File: src/rtl/cpu_pkg.sv
// Shared fetch front-end constants.
// PC step, default NOP encoding and queue pointer sizing.
package cpu_pkg;

  localparam int          PC_STEP      = 4;
  localparam logic [31:0] NOP_INST_DEF = 32'h0;
  localparam int          DEPTH_DEF    = 4;
  localparam int          PTR_W_DEF    = $clog2(DEPTH_DEF);

  function automatic int ptr_w(input int depth);
    return (depth > 1) ? $clog2(depth) : 1;
  endfunction

endpackage

File: src/rtl/prefetch_queue_mem.sv
// Queue storage: one write port, one async read port.
// Data is never reset; validity is tracked by the pointers.
module prefetch_queue_mem
  import cpu_pkg::*;
#(
  parameter int W     = 64,
  parameter int DEPTH = DEPTH_DEF,
  parameter int PTR_W = ptr_w(DEPTH)
) (
  input  logic             Clock,
  input  logic             we,
  input  logic [PTR_W-1:0] waddr,
  input  logic [W-1:0]     wdata,
  input  logic [PTR_W-1:0] raddr,
  output logic [W-1:0]     rdata
);

  logic [W-1:0] mem [DEPTH];

  always_ff @(posedge Clock) begin
    if (we) mem[waddr] <= wdata;
  end

  assign rdata = mem[raddr];

endmodule

File: src/rtl/inst_prefetch_queue.sv
// Instruction fetch front-end: PC register feeding a
// circular queue of {pc4, inst} pairs consumed by ID.
module inst_prefetch_queue
  import cpu_pkg::*;
#(
  parameter int               WIDTH    = 32,
  parameter int               DEPTH    = DEPTH_DEF,
  parameter logic [WIDTH-1:0] RESET_PC = '0,
  parameter logic [WIDTH-1:0] NOP_INST = NOP_INST_DEF,
  localparam int              PTR_W    = ptr_w(DEPTH),
  localparam int              CNT_W    = PTR_W + 1
) (
  input  logic             Clock,
  input  logic             Resetn,
  output logic [WIDTH-1:0] fetch_pc,
  input  logic [WIDTH-1:0] fetch_inst,
  output logic             out_valid,
  output logic [WIDTH-1:0] out_inst,
  output logic [WIDTH-1:0] out_pc4,
  input  logic             out_ready,
  input  logic             redirect_valid,
  input  logic [WIDTH-1:0] redirect_pc,
  output logic [CNT_W-1:0] count
);

  logic [WIDTH-1:0]   pc;
  logic [WIDTH-1:0]   pc_next;
  logic [PTR_W-1:0]   rd_ptr;
  logic [PTR_W-1:0]   wr_ptr;
  logic [2*WIDTH-1:0] head;
  logic               full;
  logic               pop;
  logic               push;

  assign pc_next = pc + WIDTH'(PC_STEP);
  assign full    = (count == CNT_W'(DEPTH));
  assign pop     = out_valid & out_ready;
  assign push    = ~redirect_valid & (~full | pop);

  prefetch_queue_mem #(
    .W     (2 * WIDTH),
    .DEPTH (DEPTH),
    .PTR_W (PTR_W)
  ) u_mem (
    .Clock (Clock),
    .we    (push),
    .waddr (wr_ptr),
    .wdata ({pc_next, fetch_inst}),
    .raddr (rd_ptr),
    .rdata (head)
  );

  // Redirect discards wrong-path fetch and any queued entries.
  always_ff @(posedge Clock or negedge Resetn) begin
    if (!Resetn) begin
      pc     <= RESET_PC;
      rd_ptr <= '0;
      wr_ptr <= '0;
      count  <= '0;
    end else if (redirect_valid) begin
      pc     <= redirect_pc;
      rd_ptr <= '0;
      wr_ptr <= '0;
      count  <= '0;
    end else begin
      if (push) begin
        pc     <= pc_next;
        wr_ptr <= wr_ptr + PTR_W'(1);
      end
      if (pop) rd_ptr <= rd_ptr + PTR_W'(1);
      unique case ({push, pop})
        2'b10:   count <= count + CNT_W'(1);
        2'b01:   count <= count - CNT_W'(1);
        default: count <= count;
      endcase
    end
  end

  assign fetch_pc  = pc;
  assign out_valid = (count != '0);
  assign out_inst  = out_valid ? head[WIDTH-1:0] : NOP_INST;
  assign out_pc4   = out_valid ? head[2*WIDTH-1:WIDTH] : '0;

endmodule

File: config.mk
export PLATFORM = sky130hd
export DESIGN_NAME = inst_prefetch_queue
export DESIGN_NICKNAME = d
export VERILOG_FILES = /design/src/rtl/cpu_pkg.sv /design/src/rtl/prefetch_queue_mem.sv /design/src/rtl/inst_prefetch_queue.sv
export SDC_FILE = /design/constraint.sdc
export NUM_CORES = 1
export LEC_CHECK = 0
export BUFFER_PORTS_ARGS = -buffer_cell sky130_fd_sc_hd__clkbuf_2
export CORE_MARGIN = 2
export CORE_UTILIZATION = 35
export CTS_CLUSTER_DIAMETER = 120
export CTS_CLUSTER_SIZE = 14
export DETAILED_ROUTE_END_ITERATION = 8
export HOLD_SLACK_MARGIN = 0.15
export SLEW_MARGIN = 20
export SYNTH_ARGS = -nofsm -noshare
export SYNTH_HDL_FRONTEND = slang
export SYNTH_SLANG_ARGS = --single-unit
File: constraint.sdc
create_clock -name Clock -period 4.58 [get_ports Clock]
set_clock_uncertainty 0.15 [all_clocks]
set_input_delay 1.374 -clock Clock [delete_from_list [all_inputs] [get_ports Clock]]
set_output_delay 1.374 -clock Clock [all_outputs]
set_load 0.02 [all_outputs]
---- Yosys cells after proc, flatten, opt, wreduce, memory -nomap -nowiden ----
Memories as Yosys holds them, arrays and structs flattened.
Index checks and enable logic that the tools add are counted.
W data, S select, Z words.
storage, ports and cells
  logic and storage cells ................. 34
  input port bits ......................... 68
  memories ................................ 1
  memory bits (writable) .................. 256
  output and inout port bits .............. 100
  register bits after elaboration ......... 39
operators by class
  bitwise operators ....................... 5
  add/subtract/negate cells ............... 5
  equality and inequality tests ........... 3
  reductions and logical operators ........ 4
  mux-type cells .......................... 12
memories
  name       words  width  read ports  clocked after Yosys merged registers in  write ports  RTL line                  text
  u_mem.mem  4      64     1           0                                        1            prefetch_queue_mem.sv:18  logic [W-1:0] mem [DEPTH];
operator list
  cell                     count
  $mux W32                 4
  $add A32 B3 Y32 const B  1
  $mux W2                  4
  $pmux W3 S2              1
  $reduce_bool A3 Y1       2
  $add A2 B1 Y2 const B    2
  $reduce_bool A2 Y1       2
  $add A3 B1 Y3 const B    1
  $eq A3 B3 Y1 const B     1
  $mux W3                  1
  $sub A3 B1 Y3 const B    1
  $and A1 B1 Y1            2
  $eq A2 B1 Y1 const B     1
  $eq A2 B2 Y1 const B     1
  $mux W1                  2
  $not A1 Y1               2
  $or A1 B1 Y1             1

---- Longest topological paths before layout ----
Gate-level depths: netlist (run 1).
  word-level depth ........................ 7
  gate-level depth with buffers ........... 8

---- Cells and area by module ----
From an unflattened synthesis (run 1), not the netlist that was laid out.
second synthesis, totals
  cells, all modules ...................... 753
  area total of the unflattened synthesis .. 12,632.1 um2
by module, submodules not included
  module               cells each  instances  seq. area each (um2)  area each (um2)
  prefetch_queue_mem   338         1          7,687.4               9,341.5
  inst_prefetch_queue  415         1          975.9                 3,290.7

---- Least setup slack after synthesis (run 1) ----
Ideal clock, no wire load.
  kind .................................... input to register
  start ................................... input port redirect_valid
  end ..................................... memory u_mem.mem[0][0], enable pin
  arrival time ............................ 3.772 ns
  path slack .............................. 0.229 ns
  stages .................................. 5
  buffers on the path ..................... 3
  library setup time ...................... 0.429 ns
  cells stage by stage .................... clkbuf_1 > inv_1 > clkbuf_1 > clkbuf_1 > and3_1
on the way
  longest elaborated chain between the ends .. 4
RTL lines
  what                           RTL line                   text
  from (decl)                    inst_prefetch_queue.sv:21  input logic redirect_valid,
  $not A1 Y1                     inst_prefetch_queue.sv:38  assign push = ~redirect_valid & (~full | pop);
  $and A1 B1 Y1                  inst_prefetch_queue.sv:38
  $mux W1                        prefetch_queue_mem.sv:21   if (we) mem[waddr] <= wdata;
  $mux W1 (implied by the code)  prefetch_queue_mem.sv:21
  to (decl)                      prefetch_queue_mem.sv:18
Every way passes these cells.

---- Worst setup path after layout (run 1) ----
  start ................................... register rd_ptr[0]
  end ..................................... output port out_pc4[25]
on the way
  longest elaborated chain between the ends .. 2
RTL lines
  what                    RTL line                   text
  from (decl)             inst_prefetch_queue.sv:28  logic [PTR_W-1:0] rd_ptr;
  from (signal assigned)  inst_prefetch_queue.sv:70  if (pop) rd_ptr <= rd_ptr + PTR_W'(1);
  $mem_v2 Z4 W64          -
  $mux W32                inst_prefetch_queue.sv:82  assign out_pc4 = out_valid ? head[2*WIDTH-1:WIDTH] : '0;
  to (decl)               inst_prefetch_queue.sv:19  output logic [WIDTH-1:0] out_pc4,
Every way passes these cells.

==> qor.csv, run 1 <==
stage,metric,value,unit
worst_setup_path,Worst EP arrival,2.47,ns
logic_synthesis,cell area after synthesis,12450,sq um
sta,Final Setup Violations,0,
place,port bufs,167,
worst_setup_path,CP Buf/Inv Count,2,
drt,DRT Pass-1 Iters,6,
logic_synthesis,Mean Syn Cell Area,16.76,sq um
pwr,VDD IR max,0.0002625,V
logic_synthesis,area share of the largest cell type after synthesis,61.74,%
clock_network,CTS tree,yes,
sta,RSZ-0062 raised after global routing,no,
place,Placement Setup Slack,0.8201,ns
global_routing,GRT Overall Usage,14.70,%
worst_setup_path,Worst Setup End Kind,primary output,
global_routing,M1 GR Usage,21.30,%
worst_setup_path,Critical R2R Capture,u_mem.mem[0][2]$_DFFE_PP_,
layout,Antenna diodes,0,
drt,WL/cell,19.73,microns
drt,DR DRC count,0,
drt,Routed Antenna Nets,0,
clock_network,CTS buffer count,25,
logic_synthesis,Synth async-reset ratio,13.22,%
clock_network,H-tree level count,1,
worst_setup_path,Critical Path Start,rd_ptr[0]$_DFFE_PN0P_,
pwr,Pwr per Cell Area,512.0,nW/um^2
place,Post-DP Area,13800,sq um
sta,Fin. Hold Viols,0,
global_routing,total global routing overflow,0,
outcome,status,"complete, no violations",
sta,slew margin rel.,29.50,%
place,DP Wirelength,17170,microns
logic_synthesis,most common cell in the netlist,edfxtp_1,
worst_setup_path,CP required,3.06,ns
worst_setup_path,crit path launch type,flop,
place,GPL Wtd Cong,0.7268,
flow_run,maxcap violations,0,
sta,final period utilization,87.29,%
layout,Final Cell Area,14510,sq um
worst_setup_path,R2R depth,3,
floorplan,Placement Rows,69,
logic_synthesis,YS warnings,0,
logic_synthesis,ys flop type,edfxtp_1,
logic_synthesis,number of flops mapped to enable cells by yosys,256,
pwr,Lkg Pwr,4.964,nW
floorplan,I/O pin count,168,
logic_synthesis,dominant cells by area after synthesis,"edfxtp_1 62%, mux4_2 12%, dfrtp_1 7.8%, and2_1 3.3%, xnor2_1 1.6%",
worst_setup_path,worst path cell trace,buf_4 -> mux4_2 -> and2_1 -> clkbuf_2,
sta,Slew @ Worst Pin,1.057,ns
worst_setup_path,R2R Setup Slk,1.82,ns
drt,Vias,6906,
logic_synthesis,Synth top cells by count,"256 x edfxtp_1, 65 x and2_1, 64 x mux4_2",
floorplan,core footprint,35310,sq um
global_routing,vias in the first global route,6947,
global_routing,first-pass GRT wire length,41300,microns
clock_network,postcts setup bufs,0,
worst_setup_path,"Slowest-stage cell, CP",dfrtp_4,
worst_setup_path,end of the critical path,out_pc4[25],
floorplan,Die Y,192.6,microns
logic_synthesis,largest area contributor in the netlist,edfxtp_1,
clock_network,clk buf depth,3,
clock_network,cts repair resizes,0,
global_routing,GR Util met2,23.57,%
layout,Synth-to-Final Area Change,16.55,%
clock_network,clk slew on worst S/H paths,0.07,ns
layout,share of cells above drive strength 1,31.66,%
sta,min Tclk post-route,3.998,ns
min_path,Hold Path Class,flop to flop,
logic_synthesis,post-synthesis sequential area ratio,69.57,%
sta,Fin Setup TNS,0,ns
layout,Final Util,41.10,%
floorplan,Initial Util,35.26,%
global_routing,initial antenna violation count,0,
layout,Final nets,972,
clock_network,clk_lat worst skew,0.53,ns
drt,total wire length,27170,microns
clock_network,CTS Sinks,295,
logic_synthesis,Syn Inst Count,743,
worst_setup_path,"slowest stage delay, CP",0.74,ns
drt,1st-iter DRT viols,403,
pwr,Final Power,7.430,mW
logic_synthesis,Syn Nets,817,
clock_network,# hold bufs at CTS,0,
logic_synthesis,Synth cell types,48,
sta,worst setup margin,0.5820,ns
worst_setup_path,cell family with most CP delay,flip-flops,
drt,vias per inst,5.015,
worst_setup_path,Reg-to-Reg Start,count[1]$_DFFE_PN0P_,
layout,FILL cells,3236,
floorplan,chip width,192.6,microns
worst_setup_path,maximum fanout along the worst path,20,
global_routing,M3 GR Usage,2.128,%
sta,Slew Limit Fails,0,
floorplan,die area,37100,sq um
sta,Fmax,250.1,MHz
worst_setup_path,kind of critical path,flop to primary output,
global_routing,Top Usage Layer GRT,met2,
global_routing,largest net degree at the start of global routing,69,
logic_synthesis,register bit total from synthesis,295,
clock_network,buffer type at the clock tree root,clkbuf_16,
worst_setup_path,Crit path depth,4,
final cells by class:
| class | instances | area (sq um) | area share (%) |
|---|---|---|---|
| clock inverter | 1 | 16.27 | 0.1121 |
| multi-input combinational | 391 | 3575 | 24.63 |
| clock buffer | 44 | 696.9 | 4.802 |
| inverter | 5 | 18.77 | 0.1293 |
| sequential | 295 | 8671 | 59.75 |
| tap | 461 | 576.8 | 3.974 |
| timing repair buffer | 180 | 958.4 | 6.604 |
per-stage QoR:
stage	hold slack (ns)	cells
2_1_floorplan	0.3436	743
3_3_place_gp	0.3849	1332
3_5_place_dp	0.3915	1332
4_1_cts	0.4186	1377
5_1_grt	0.4408	1377
6_report	0.4116	1377
report_power, final:
part / total [mW] / switching [mW] / internal [mW]
clock network: 1.94 / 0.912 / 1.03
registers: 3.41 / 0.197 / 3.21
logic: 2.08 / 1.21 / 0.868
how the worst min path moves through the flow:
stage                                 end               startpoint  cells after the start  slack (ns)
2_1_floorplan  u_mem.mem[0][32]$_DFFE_PP_  fetch_pc[0]$_DFFE_PN0P_                      0        0.34
3_3_place_gp   u_mem.mem[2][33]$_DFFE_PP_  fetch_pc[1]$_DFFE_PN0P_                      0        0.38
3_5_place_dp   u_mem.mem[2][33]$_DFFE_PP_  fetch_pc[1]$_DFFE_PN0P_                      0        0.39
4_1_cts        u_mem.mem[0][32]$_DFFE_PP_  fetch_pc[0]$_DFFE_PN0P_                      0        0.42
5_1_grt        u_mem.mem[0][32]$_DFFE_PP_  fetch_pc[0]$_DFFE_PN0P_                      0        0.44
6_report       u_mem.mem[0][32]$_DFFE_PP_  fetch_pc[0]$_DFFE_PN0P_                      0        0.41
cells by family (layout without fill, tap and decap cells):
kind of cell / Yosys count / after routing / share of synthesized area [%]
fa+ha+maj: 6 / 6 / 0.6632
buf+inv: 57 / 230 / 1.969
flops: 295 / 295 / 69.57
simple gates: 223 / 223 / 10.36
mux: 67 / 67 / 11.84
xor+xnor: 41 / 41 / 2.884
compound gates: 54 / 54 / 2.713
flip-flops by register name, summed over array words and instances, names as in the netlist:
| register | cells |
|---|---|
| u_mem.mem | 256 |
| rd_ptr | 2 |
| fetch_pc | 32 |
| count | 3 |
| wr_ptr | 2 |
worst reg2reg max path, delay by kind of cell (launching register included):
kind / cells / cell delay [ns]
and+or+nand+nor: 2 / 1.54
DFF: 1 / 0.49
buffers and inverters: 1 / 0.33
layer usage:
metal | vias to the layer above | wire length (microns) | part of all wire [%]
met5 | - | 0 | 0
met4 | 0 | 511 | 1.9
met3 | 27 | 1250 | 4.6
met2 | 193 | 12780 | 47
met1 | 3474 | 12630 | 46
li1 | 3212 | - | -
layout by cell type (no fill, tap or decap), drive strengths merged, types with 5 or more instances in the layout:
| cell | Yosys | routed |
|---|---|---|
| a31oi | 17 | 17 |
| edfxtp | 256 | 256 |
| o21ai | 17 | 17 |
| nor2 | 34 | 34 |
| ha | 5 | 5 |
| and3 | 5 | 5 |
| or4 | 13 | 13 |
| mux4 | 64 | 64 |
| inv | 5 | 5 |
| nand2 | 33 | 33 |
| buf | 19 | 13 |
| clkbuf | 33 | 211 |
| and2 | 65 | 65 |
| nand4 | 14 | 14 |
| nor3 | 13 | 13 |
| nor4 | 9 | 9 |
| xor2 | 18 | 18 |
| xnor2 | 23 | 23 |
| nand3 | 16 | 16 |
| o31ai | 11 | 11 |
| dfrtp | 39 | 39 |
No activity file was read; power rests on OpenSTA's default activity.
==> run 2, diff against run 1 <==
--- a/config.mk
+++ b/config.mk
@@ -6,13 +6,14 @@
 export NUM_CORES = 1
 export LEC_CHECK = 0
 export BUFFER_PORTS_ARGS = -buffer_cell sky130_fd_sc_hd__clkbuf_2
-export CORE_MARGIN = 2
+export CORE_MARGIN = 3
 export CORE_UTILIZATION = 35
 export CTS_CLUSTER_DIAMETER = 120
 export CTS_CLUSTER_SIZE = 14
 export DETAILED_ROUTE_END_ITERATION = 8
 export HOLD_SLACK_MARGIN = 0.15
-export SLEW_MARGIN = 20
+export RECOVER_POWER = 50
+export SLEW_MARGIN = 10
 export SYNTH_ARGS = -nofsm -noshare
 export SYNTH_HDL_FRONTEND = slang
 export SYNTH_SLANG_ARGS = --single-unit
==> run 2 against run 1 <==
Net effect:
- the flow now finishes with violations (max-capacitance violations, max-slew violations)
- maximum frequency decreased by 0.34%
- register-to-register slack lost 0.58 ns
- sequential power about the same
- final cell count shrank 0.58%
- sequential cell count is the same
- non-clock buffer count decreased by 4
- clock power barely moved
- sequential share of layout area grew 0.61 points
- power shrank 0.16%
- critical path depth decreased by 1
- critical path type unchanged
- largest cell class unchanged
- highest routed layer unchanged
==> qor.csv, run 2 (synthesized netlist as in run 1, its figures left out) <==
stage,metric,value,unit
outcome,status,"finished, violations left",
outcome,failing checks,"max-capacitance violations, max-slew violations",
floorplan,die area,37880,sq um
place,Placement Setup Slack,0.9739,ns
sta,slew margin rel.,-35.12,%
floorplan,chip width,194.6,microns
sta,Slew @ Worst Pin,2.027,ns
drt,Routed Antenna Nets,0,
worst_setup_path,crit path launch type,flop,
min_path,hold endpoint,u_mem.mem[3][32]$_DFFE_PP_,
place,DP Cell Count,1322,
sta,Fmax,249.3,MHz
drt,1st-iter DRT viols,320,
drt,DR DRC count,0,
drt,WL/cell,19.98,microns
place,Post-DP Area,13760,sq um
floorplan,I/O pin count,168,
global_routing,vias in the first global route,7167,
min_path,HP Start,fetch_pc[0]$_DFFE_PN0P_,
worst_setup_path,maximum fanout along the worst path,68,
layout,Final nets,968,
floorplan,Initial Util,35.78,%
clock_network,buffer type at the clock tree root,clkbuf_16,
worst_setup_path,Worst EP arrival,2.49,ns
clock_network,clk slew on worst S/H paths,0.06,ns
worst_setup_path,R2R depth,4,
worst_setup_path,Critical R2R Capture,u_mem.mem[1][63]$_DFFE_PP_,
worst_setup_path,R2R Setup Slk,1.24,ns
min_path,Hold Crit Depth,0,
sta,Fin Setup TNS,0,ns
global_routing,Top Usage Layer GRT,met2,
clock_network,cts repair resizes,0,
worst_setup_path,Reg-to-Reg Start,fetch_pc[4]$_DFFE_PN0P_,
layout,Synth-to-Final Area Change,15.37,%
global_routing,GR Util met2,22.98,%
layout,fin cells,1369,
pwr,Lkg Pwr,4.773,nW
pwr,Final Power,7.418,mW
sta,min Tclk post-route,4.011,ns
sta,Hold WS,0.4083,ns
worst_setup_path,Worst Setup End Kind,primary output,
layout,share of cells above drive strength 1,24.97,%
global_routing,M1 GR Usage,20.88,%
pwr,Pwr per Cell Area,516.4,nW/um^2
sta,worst setup margin,0.5685,ns
layout,max reg flops,256,
sta,Fin. Hold Viols,0,
place,DP Wirelength,17060,microns
global_routing,initial antenna violation count,0,
sta,Slew Limit Fails,81,
place,GPL Wtd Cong,0.7410,
clock_network,CTS tree,yes,
clock_network,CTS buffer count,25,
floorplan,Placement Rows,68,
drt,Vias,6917,
layout,"commonest non-fill, non-tap cell in the layout",edfxtp_1,
clock_network,clk buf depth,3,
drt,total wire length,27350,microns
sta,final period utilization,87.59,%
worst_setup_path,kind of critical path,flop to primary output,
global_routing,largest net degree at the start of global routing,69,
global_routing,total global routing overflow,0,
clock_network,H-tree level count,1,
drt,vias per inst,5.053,
pwr,VDD IR max,0.0002854,V
clock_network,# hold bufs at CTS,0,
clock_network,CTS Sinks,295,
floorplan,core footprint,34800,sq um
layout,Reg with most FFs,u_mem.mem,
clock_network,postcts setup bufs,0,
flow_run,maxcap violations,3,
global_routing,GRT Overall Usage,14.39,%
layout,FILL cells,3223,
floorplan,Die Y,194.6,microns
layout,Final Cell Area,14370,sq um
layout,Final Util,41.28,%
sta,Final Setup Violations,0,
clock_network,clk_lat worst skew,0.54,ns
worst_setup_path,CP required,3.06,ns
place,port bufs,167,
layout,most frequent cells in the layout,"256 x edfxtp_1, 116 x clkbuf_2, 74 x clkbuf_1",
sta,RSZ-0062 raised after global routing,no,
min_path,Hold Path Class,flop to flop,
global_routing,first-pass GRT wire length,43230,microns
global_routing,M3 GR Usage,2.201,%
drt,DRT Pass-1 Iters,4,
## run 2: cell types whose count changed in the layout (fill, tap and decap cells not counted), sizes merged
| cell | previous run | this run |
|---|---|---|
| inv | 5 | 6 |
| buf | 13 | 5 |
| clkbuf | 211 | 215 |
| diode | 0 | 1 |
## run 2: worst max-delay path by stage
stage	start	to	slack (ns)	cells after the start
floorplan	redirect_valid	u_mem.mem[0][0]$_DFFE_PP_	0.23	5
global placement	out_ready	u_mem.mem[3][10]$_DFFE_PP_	0.99	3
detailed placement	out_ready	u_mem.mem[2][10]$_DFFE_PP_	0.97	3
CTS	rd_ptr[0]$_DFFE_PN0P_	out_pc4[12]	0.46	4
global route	count[1]$_DFFE_PN0P_	out_inst[25]	0.39	3
finish	count[1]$_DFFE_PN0P_	out_inst[0]	0.57	3
## run 2: report_power, final
part	switching, mW	internal (mW)
clock network	0.922	1.03
registers	0.175	3.21
logic	1.24	0.839
total	2.33	5.09
## run 2: per-layer routing
metal	up-vias	routed length, microns
li1	3210	-
met1	3490	12640
met2	176	12890
met3	41	1198
met4	0	625
met5	-	0
## run 2: area by class of cell
cell class / instances / area (sq um) / share of cell area, %
multi-input cells: 391 / 3533 / 24.59
flip-flops and latches: 295 / 8671 / 60.36
clock buffers: 44 / 696.9 / 4.851
repair buffers: 176 / 849.6 / 5.914
clock inverters: 2 / 25.02 / 0.1742
well taps: 455 / 569.3 / 3.963
diodes: 1 / 2.502 / 0.01742
inverters: 5 / 18.77 / 0.1306
## run 2: critical path, cell delays in order, from the launching register on
cell	delay, ns
dfrtp_1	0.48
or3_2	0.91
and2_1	0.35
clkbuf_2	0.16
